==> src/rtl/sorted_insert_buf.sv <==
// Sorted (key, data) register buffer: single-cycle indexed insert, ascending-key drain.
// Optional DUP_MERGE_EN: an entry whose key is already stored adds its data into that slot instead of inserting.
module sorted_insert_buf #(
   parameter int unsigned DEPTH  = 8,
   parameter int unsigned KEY_W  = 4,
   parameter int unsigned DATA_W = 32,
   parameter int unsigned CNT_W  = 4
) (
   input  logic              clk,
   input  logic              rst,
   input  logic              in_valid,
   output logic              in_ready,
   input  logic [KEY_W-1:0]  in_key,
   input  logic [DATA_W-1:0] in_data,
   input  logic              flush,
   output logic              out_valid,
   input  logic              out_ready,
   output logic [KEY_W-1:0]  out_key,
   output logic [DATA_W-1:0] out_data,
   output logic              out_last,
   output logic [CNT_W-1:0]  count,
   output logic              full,
   output logic              empty
);

   typedef enum logic {
      ST_FILL  = 1'b0,
      ST_DRAIN = 1'b1
   } state_t;

   state_t              state;
   logic [CNT_W-1:0]    count_q;
   logic [KEY_W-1:0]    key_q  [DEPTH];
   logic [DATA_W-1:0]   data_q [DEPTH];

   logic [DEPTH-1:0]    le;
   logic [CNT_W-1:0]    ins_idx;
   logic [KEY_W-1:0]    ins_key  [DEPTH];
   logic [DATA_W-1:0]   ins_data [DEPTH];
   logic [KEY_W-1:0]    dn_key   [DEPTH];
   logic [DATA_W-1:0]   dn_data  [DEPTH];
   logic                accept;
   logic                do_insert;

   assign count     = count_q;
   assign full      = (count_q == CNT_W'(DEPTH));
   assign empty     = (count_q == '0);
   assign out_valid = (state == ST_DRAIN);
   assign out_key   = key_q[0];
   assign out_data  = data_q[0];
   assign out_last  = (state == ST_DRAIN) && (count_q == CNT_W'(1));

`ifdef DUP_MERGE_EN
   logic [DEPTH-1:0]    match;
   logic                hit;

   // A stored equal key is merged in place, so it is acceptable even when full.
   always_comb begin
      match = '0;
      for (int k = 0; k < int'(DEPTH); k++) begin
         if ((CNT_W'(k) < count_q) && (key_q[k] == in_key)) match[k] = 1'b1;
      end
      hit = |match;
   end

   assign in_ready  = !rst && (state == ST_FILL) && (!full || hit);
   assign accept    = in_valid && in_ready;
   assign do_insert = accept && !hit;
`else
   assign in_ready  = !rst && (state == ST_FILL) && !full;
   assign accept    = in_valid && in_ready;
   assign do_insert = accept;
`endif

   // Insertion index: occupied slots whose key is <= in_key (stable after equal keys).
   always_comb begin
      le      = '0;
      ins_idx = '0;
      for (int k = 0; k < int'(DEPTH); k++) begin
         if ((CNT_W'(k) < count_q) && (key_q[k] <= in_key)) le[k] = 1'b1;
      end
      for (int k = 0; k < int'(DEPTH); k++) begin
         ins_idx = ins_idx + CNT_W'(le[k]);
      end
   end

   // Per-slot shift/insert values: below idx keep, at idx take input, above idx take slot k-1.
   always_comb begin
      for (int k = 0; k < int'(DEPTH); k++) begin
         ins_key[k]  = key_q[k];
         ins_data[k] = data_q[k];
      end
      if (ins_idx == '0) begin
         ins_key[0]  = in_key;
         ins_data[0] = in_data;
      end
      for (int k = 1; k < int'(DEPTH); k++) begin
         if (CNT_W'(k) == ins_idx) begin
            ins_key[k]  = in_key;
            ins_data[k] = in_data;
         end else if (CNT_W'(k) > ins_idx) begin
            ins_key[k]  = key_q[k-1];
            ins_data[k] = data_q[k-1];
         end
      end
   end

   // Drain shift: every slot moves down one, the top slot clears.
   always_comb begin
      for (int k = 0; k < int'(DEPTH) - 1; k++) begin
         dn_key[k]  = key_q[k+1];
         dn_data[k] = data_q[k+1];
      end
      dn_key[DEPTH-1]  = '0;
      dn_data[DEPTH-1] = '0;
   end

   always_ff @(posedge clk) begin
      if (rst) begin
         state   <= ST_FILL;
         count_q <= '0;
         for (int k = 0; k < int'(DEPTH); k++) begin
            key_q[k]  <= '0;
            data_q[k] <= '0;
         end
      end else if (state == ST_FILL) begin
         if (do_insert) begin
            count_q <= count_q + CNT_W'(1);
            for (int k = 0; k < int'(DEPTH); k++) begin
               key_q[k]  <= ins_key[k];
               data_q[k] <= ins_data[k];
            end
         end
`ifdef DUP_MERGE_EN
         if (accept && hit) begin
            for (int k = 0; k < int'(DEPTH); k++) begin
               if (match[k]) data_q[k] <= data_q[k] + in_data;
            end
         end
`endif
         if (flush && ((count_q != '0) || accept)) state <= ST_DRAIN;
      end else begin
         if (out_ready) begin
            count_q <= count_q - CNT_W'(1);
            for (int k = 0; k < int'(DEPTH); k++) begin
               key_q[k]  <= dn_key[k];
               data_q[k] <= dn_data[k];
            end
            if (count_q == CNT_W'(1)) state <= ST_FILL;
         end
      end
   end

endmodule

==> config.mk <==
export PLATFORM = sky130hd
export DESIGN_NAME = sorted_insert_buf
export DESIGN_NICKNAME = d
export VERILOG_FILES = /design/src/rtl/sorted_insert_buf.sv
export SDC_FILE = /design/constraint.sdc
export NUM_CORES = 1
export LEC_CHECK = 0
export ABC_CLOCK_PERIOD_IN_PS = 9850
export BUFFER_PORTS_ARGS = -buffer_cell sky130_fd_sc_hd__buf_2
export CORE_MARGIN = 10
export CORE_UTILIZATION = 35
export DETAILED_ROUTE_END_ITERATION = 10
export REMOVE_ABC_BUFFERS = 1
export SYNTH_ARGS = -nofsm -noshare
export SYNTH_HDL_FRONTEND = slang
export SYNTH_SLANG_ARGS = --single-unit
==> constraint.sdc <==
create_clock -name clk -period 9.85 [get_ports clk]
set_input_delay 0.985 -clock clk [delete_from_list [all_inputs] [get_ports clk]]
set_output_delay 0.985 -clock clk [all_outputs]
set_load 0.02 [all_outputs]
* Yosys cells after proc, flatten, opt, wreduce, memory -nomap -nowiden
Memory sizes are Yosys's and may differ from the RTL's. Cells that the tools add are included.
Word-level totals: latch bits 0, register bits after elaboration 5, bits in read-only memories 0, RAM bits 288, memories kept 2
Cells by class: multiplexer cells 87, reductions and logical operators 21, $add $sub $neg 9, eq/ne operators 10, $lt $le $gt $ge 23, shift operators 0, $mul 0, div/mod/pow operators 0, bitwise gates (word level) 33
Memories:
- data_q | words 8, bits a word 32, read ports 8, clocked after Yosys merged registers in 0, wr ports 8, line 34 | logic [DATA_W-1:0] data_q [DEPTH];
- key_q | words 8, bits a word 4, read ports 8, clocked after Yosys merged registers in 0, wr ports 8, line 33 | logic [KEY_W-1:0] key_q [DEPTH];
Operator list (number):
- $mux W32 | 31
- $mux W4 | 34
- $le A4 B4 Y1 | 8
- $or A1 B1 Y1 | 32
- $mux W1 | 22
- $add A4 B1 Y4 | 4
- $eq A3 B4 Y1 const A | 4
- $gt A3 B4 Y1 const A | 4
- $lt A3 B4 Y1 const A | 4
- $logic_and A1 B1 Y1 | 13
- $eq A2 B4 Y1 const A | 2
- $gt A2 B4 Y1 const A | 2
- $logic_not A4 Y1 | 2
- $lt A1 B4 Y1 const A | 2
- $lt A2 B4 Y1 const A | 2
- $add A3 B1 Y4 | 1
- $add A4 B1 Y4 const B | 1
- $eq A1 B4 Y1 const A | 1
- $eq A4 B1 Y1 const B | 1
- $eq A4 B4 Y1 const B | 1
- $gt A1 B4 Y1 const A | 1
- $reduce_bool A4 Y1 | 1
- $sub A4 B1 Y4 const B | 1
- $add A2 B1 Y3 | 1
- 7 further kinds | 8

* Logic depth before layout (Yosys ltp)
An unclocked memory read counts as a cell.
word-level depth 16, gate-level depth with buffers 20

* Worst setup path after synthesis
OpenSTA, ideal clock, no wires.
kind input port to flip-flop, start point in in_key[1], end point mem data_q[0][0] (enable), buffers on the path 2, arrival 7508 ps, stages 18, data required time 9367 ps, path slack 1859 ps, cell sequence inv_1 ha_1 nor2b_1 o21a_1 o211ai_1 nand3_1 fa_1 fa_1 fa_1 inv_1 ha_1 fa_1 buf_4 nor2_1 a31oi_1 buf_2 nand2b_1 o31ai_1
RTL lines:
- from (decl) | line 13 | input logic [KEY_W-1:0] in_key,
- to (decl) | line 34

==> results.cfg <==
[worst_setup_path]
reg2reg_from = count[1]
crit_slowest_cell = fa_1
slowest_delay_ns = 0.69
crit_path_frequent_cell = fa_1
path_max_fanout = 37
worstSetupPathType = in2reg
rr_worst_depth = 16
cp-end-kind = flip-flop
required_ns = 10.08
path_cells = buf_2 -> inv_1 -> ha_1 -> nor2b_1 -> o21a_1 -> o211ai_1 -> nand3_1 -> fa_1 -> fa_1 -> fa_1 -> inv_1 -> ha_1 -> fa_1 -> nand2b_2 -> or2_2 -> buf_4 -> a31oi_4 -> buf_4
crit_path_start_kind = input pin
startpoint = in_key[1]
cp_data_arrival_time_ns = 7.18

[yosys]
ys.flop_type = edfxtp_1
synth.top_cell.area_share_pct = 48.1
synth_edf_count = 252
ys_seq_area_share_pct = 53.3
synth.most_common_cell = nand2_1
synth_commonest_cells = nand2_1, o211ai_1, edfxtp_1, clkbuf_1, buf_2
syn_inst = 1564
synth_area_leader_cell = edfxtp_1
synth.cell_area_mm2 = 0.0157
synthTopCellsByArea = edfxtp_1, o211ai_1, nand2_1
async_flop_share_pct = 0
synth.distinct_cells = 47
postSynthAreaPerCell_um2 = 10.1
ys_ff_latch = 293
ys_warn_count = 0

[timing]
setup_viol = 0
finalCritPeriodShare_pct = 70.6
min_period_ns = 6.95
clock.fmax_ghz = 0.144
relSlewSlack_pct = 7.28
finalHoldViolCount = 0
setup_ws_ns = 2.90
skew_ns = 0.00738
slew_viol_final = 0
rsz0062_at_grt = false
setup_tns_ns = 0
worstMarginPinSlew_ns = 1.39

[power_and_ir_drop]
seqPwrFrac_pct = 42.3
p_int_mw = 2.62
power.clock.fraction_pct = 24.6
switchingPower_mw = 1.88
p_comb_share_pct = 33.1
switching_share_pct = 41.8
power_density_mw_per_mm2 = 261
ir_worst_vdd_mv = 0.321
leakagePower_nw = 5.70

[floorplan]
dieArea_mm2 = 0.0539
die_x_um = 232
dieHeight_um = 232
initial_core_util_pct = 35.5
fp-row-count = 77
coreArea_mm2 = 0.0443
io_pins = 86

[global_route]
grt_pass1_wl_mm = 73.1
grt-ovfl-total = 0
grt_util_all_layers_pct = 16.9
grt_max_degree = 251
antenna_found_initial = 1
grt_pass1_vias = 12300

[worst_hold_path]
min_path_cells = 2
hp-start = data_q[1][111]
hp-class = reg2reg

[layout]
final_core_util_pct = 38.9
antenna_cells = 0
nNetsFinal = 1608
num-fill-cells = 4409
drive_above_1_share_pct = 11.5
areaGrowthSynthToFinish_pct = 9.59

[place]
dp_slack_ns = 2.34
portBuffers = 85
globalplace.congestion = 0.822
hpwl_mm = 27.3

[detailed_routing]
postRouteAntennaNets = 0
drt_iter0_drc = 1310
via_per_inst = 5.84
via_count = 12500
routedWlPerCell_um = 21.9
wl_mm = 46.9
dr.pass1.iters = 5
route.detailed.drc = 0

[clock_network]
cts_buffers = 31
clock_path_buffers = 3
cts_hold_buf = 0
clk_pin_slew_ns = 0.06
clockRootBuffer = clkbuf_16
post_cts_buffers = 0
cts-resized-gates = 0
clk_latency_ns = 0.58
clock-sinks = 293
cts_max_level = 1
cts_tree = built

[run]
maxCapViolations = 0

[outcome]
status = completed
cell families (layout without fill, tap and decap cells):
group	count (synthesis)	count (layout)	synth area share, %
simple gates	495	495	12.9
flops	293	293	53.3
fa+ha+maj	43	43	3.61
compound gates	524	524	23.7
buf+inv	206	190	6.40
xor+xnor	2	2	0.111
mux	1	1	0.0715
cell type report:
cell class                      instances  area (µm²)  area share, %
Tap cell                              592         741           4.29
Timing Repair Buffer                  106         596           3.45
Clock buffer                           37         798           4.63
Multi-Input combinational cell       1065        6510           37.7
Clock inverter                         20         125          0.725
Inverter                               27         101          0.587
Sequential cell                       293        8390           48.6
sequential cells by signal (all words and copies together), names as in the netlist:
| register | flops |
|---|---|
| data_q | 256 |
| key_q | 32 |
| count | 4 |
| out_valid | 1 |
power by group through the flow:
stage | clock network, mW | registers (mW) | logic [mW]
2_1_floorplan | 0 | 1.91 | 0.798
5_1_grt | 1.18 | 1.94 | 1.61
6_report | 1.11 | 1.90 | 1.49
3_5_place_dp | 0 | 1.92 | 1.50
3_3_place_gp | 0 | 1.92 | 1.48
4_1_cts | 1.14 | 1.90 | 1.50
critical path, delay by kind of cell:
family	cells	cell delay [ns]
buf+inv	5	1.17
fa+ha+maj	6	2.82
simple gates	4	1.39
compound gates	3	0.77
cells in the final DEF, fill, tap and decap left out, types with 2 or more instances in the layout:
master      instances
nor2_4              3
clkinv_2            9
inv_1              27
nor3_1              2
a31oi_1            37
dfxtp_1            41
nand2_2             3
fa_1                4
a21oi_1            18
clkbuf_16          31
o211ai_1          398
buf_2              85
o21ai_1            22
or2_2               7
o21a_1              2
ha_1               39
nor3b_1             2
a21o_1              6
nor2_1              5
clkinv_1            7
clkbuf_1            6
nand2_1           407
xnor2_1             2
nand3_1            40
a31oi_4             6
nor2b_1             6
o21ai_0            26
nand4_1             8
buf_4              20
and3b_1             2
edfxtp_1          252
clkinvlp_4          2
metal layers:
| metal | routed length (µm) | track usage (%) | part of all wire (%) | up-vias |
|---|---|---|---|---|
| met2 | 22200 | 27.3 | 47 | 470 |
| met4 | 1140 | 4.64 | 2.4 | 2 |
| met1 | 20900 | 23.1 | 45 | 6141 |
| met5 | 13 | 0 | 0.028 | - |
| li1 | - | - | - | 5826 |
| met3 | 2660 | 2.54 | 5.7 | 67 |
path summary, 6_finish.rpt:
path               endpoint  slack, ns
min          data_q[1][111]       0.52
max           data_q[0][74]       2.90
max reg2reg   data_q[0][74]       3.08
min reg2reg  data_q[1][111]       0.52
through the flow:
step / hold slack [ns] / cells / instance area (µm²) / power (mW)
after floorplan: 0.499 / 1385 / 14800 / 2.71
after global placement: 0.510 / 2083 / 16300 / 3.40
after detailed placement: 0.514 / 2083 / 16300 / 3.42
after CTS: 0.525 / 2140 / 17300 / 4.54
after global routing: 0.545 / 2140 / 17300 / 4.73
final: 0.525 / 2140 / 17300 / 4.51
(Power assumes the default switching activity.)
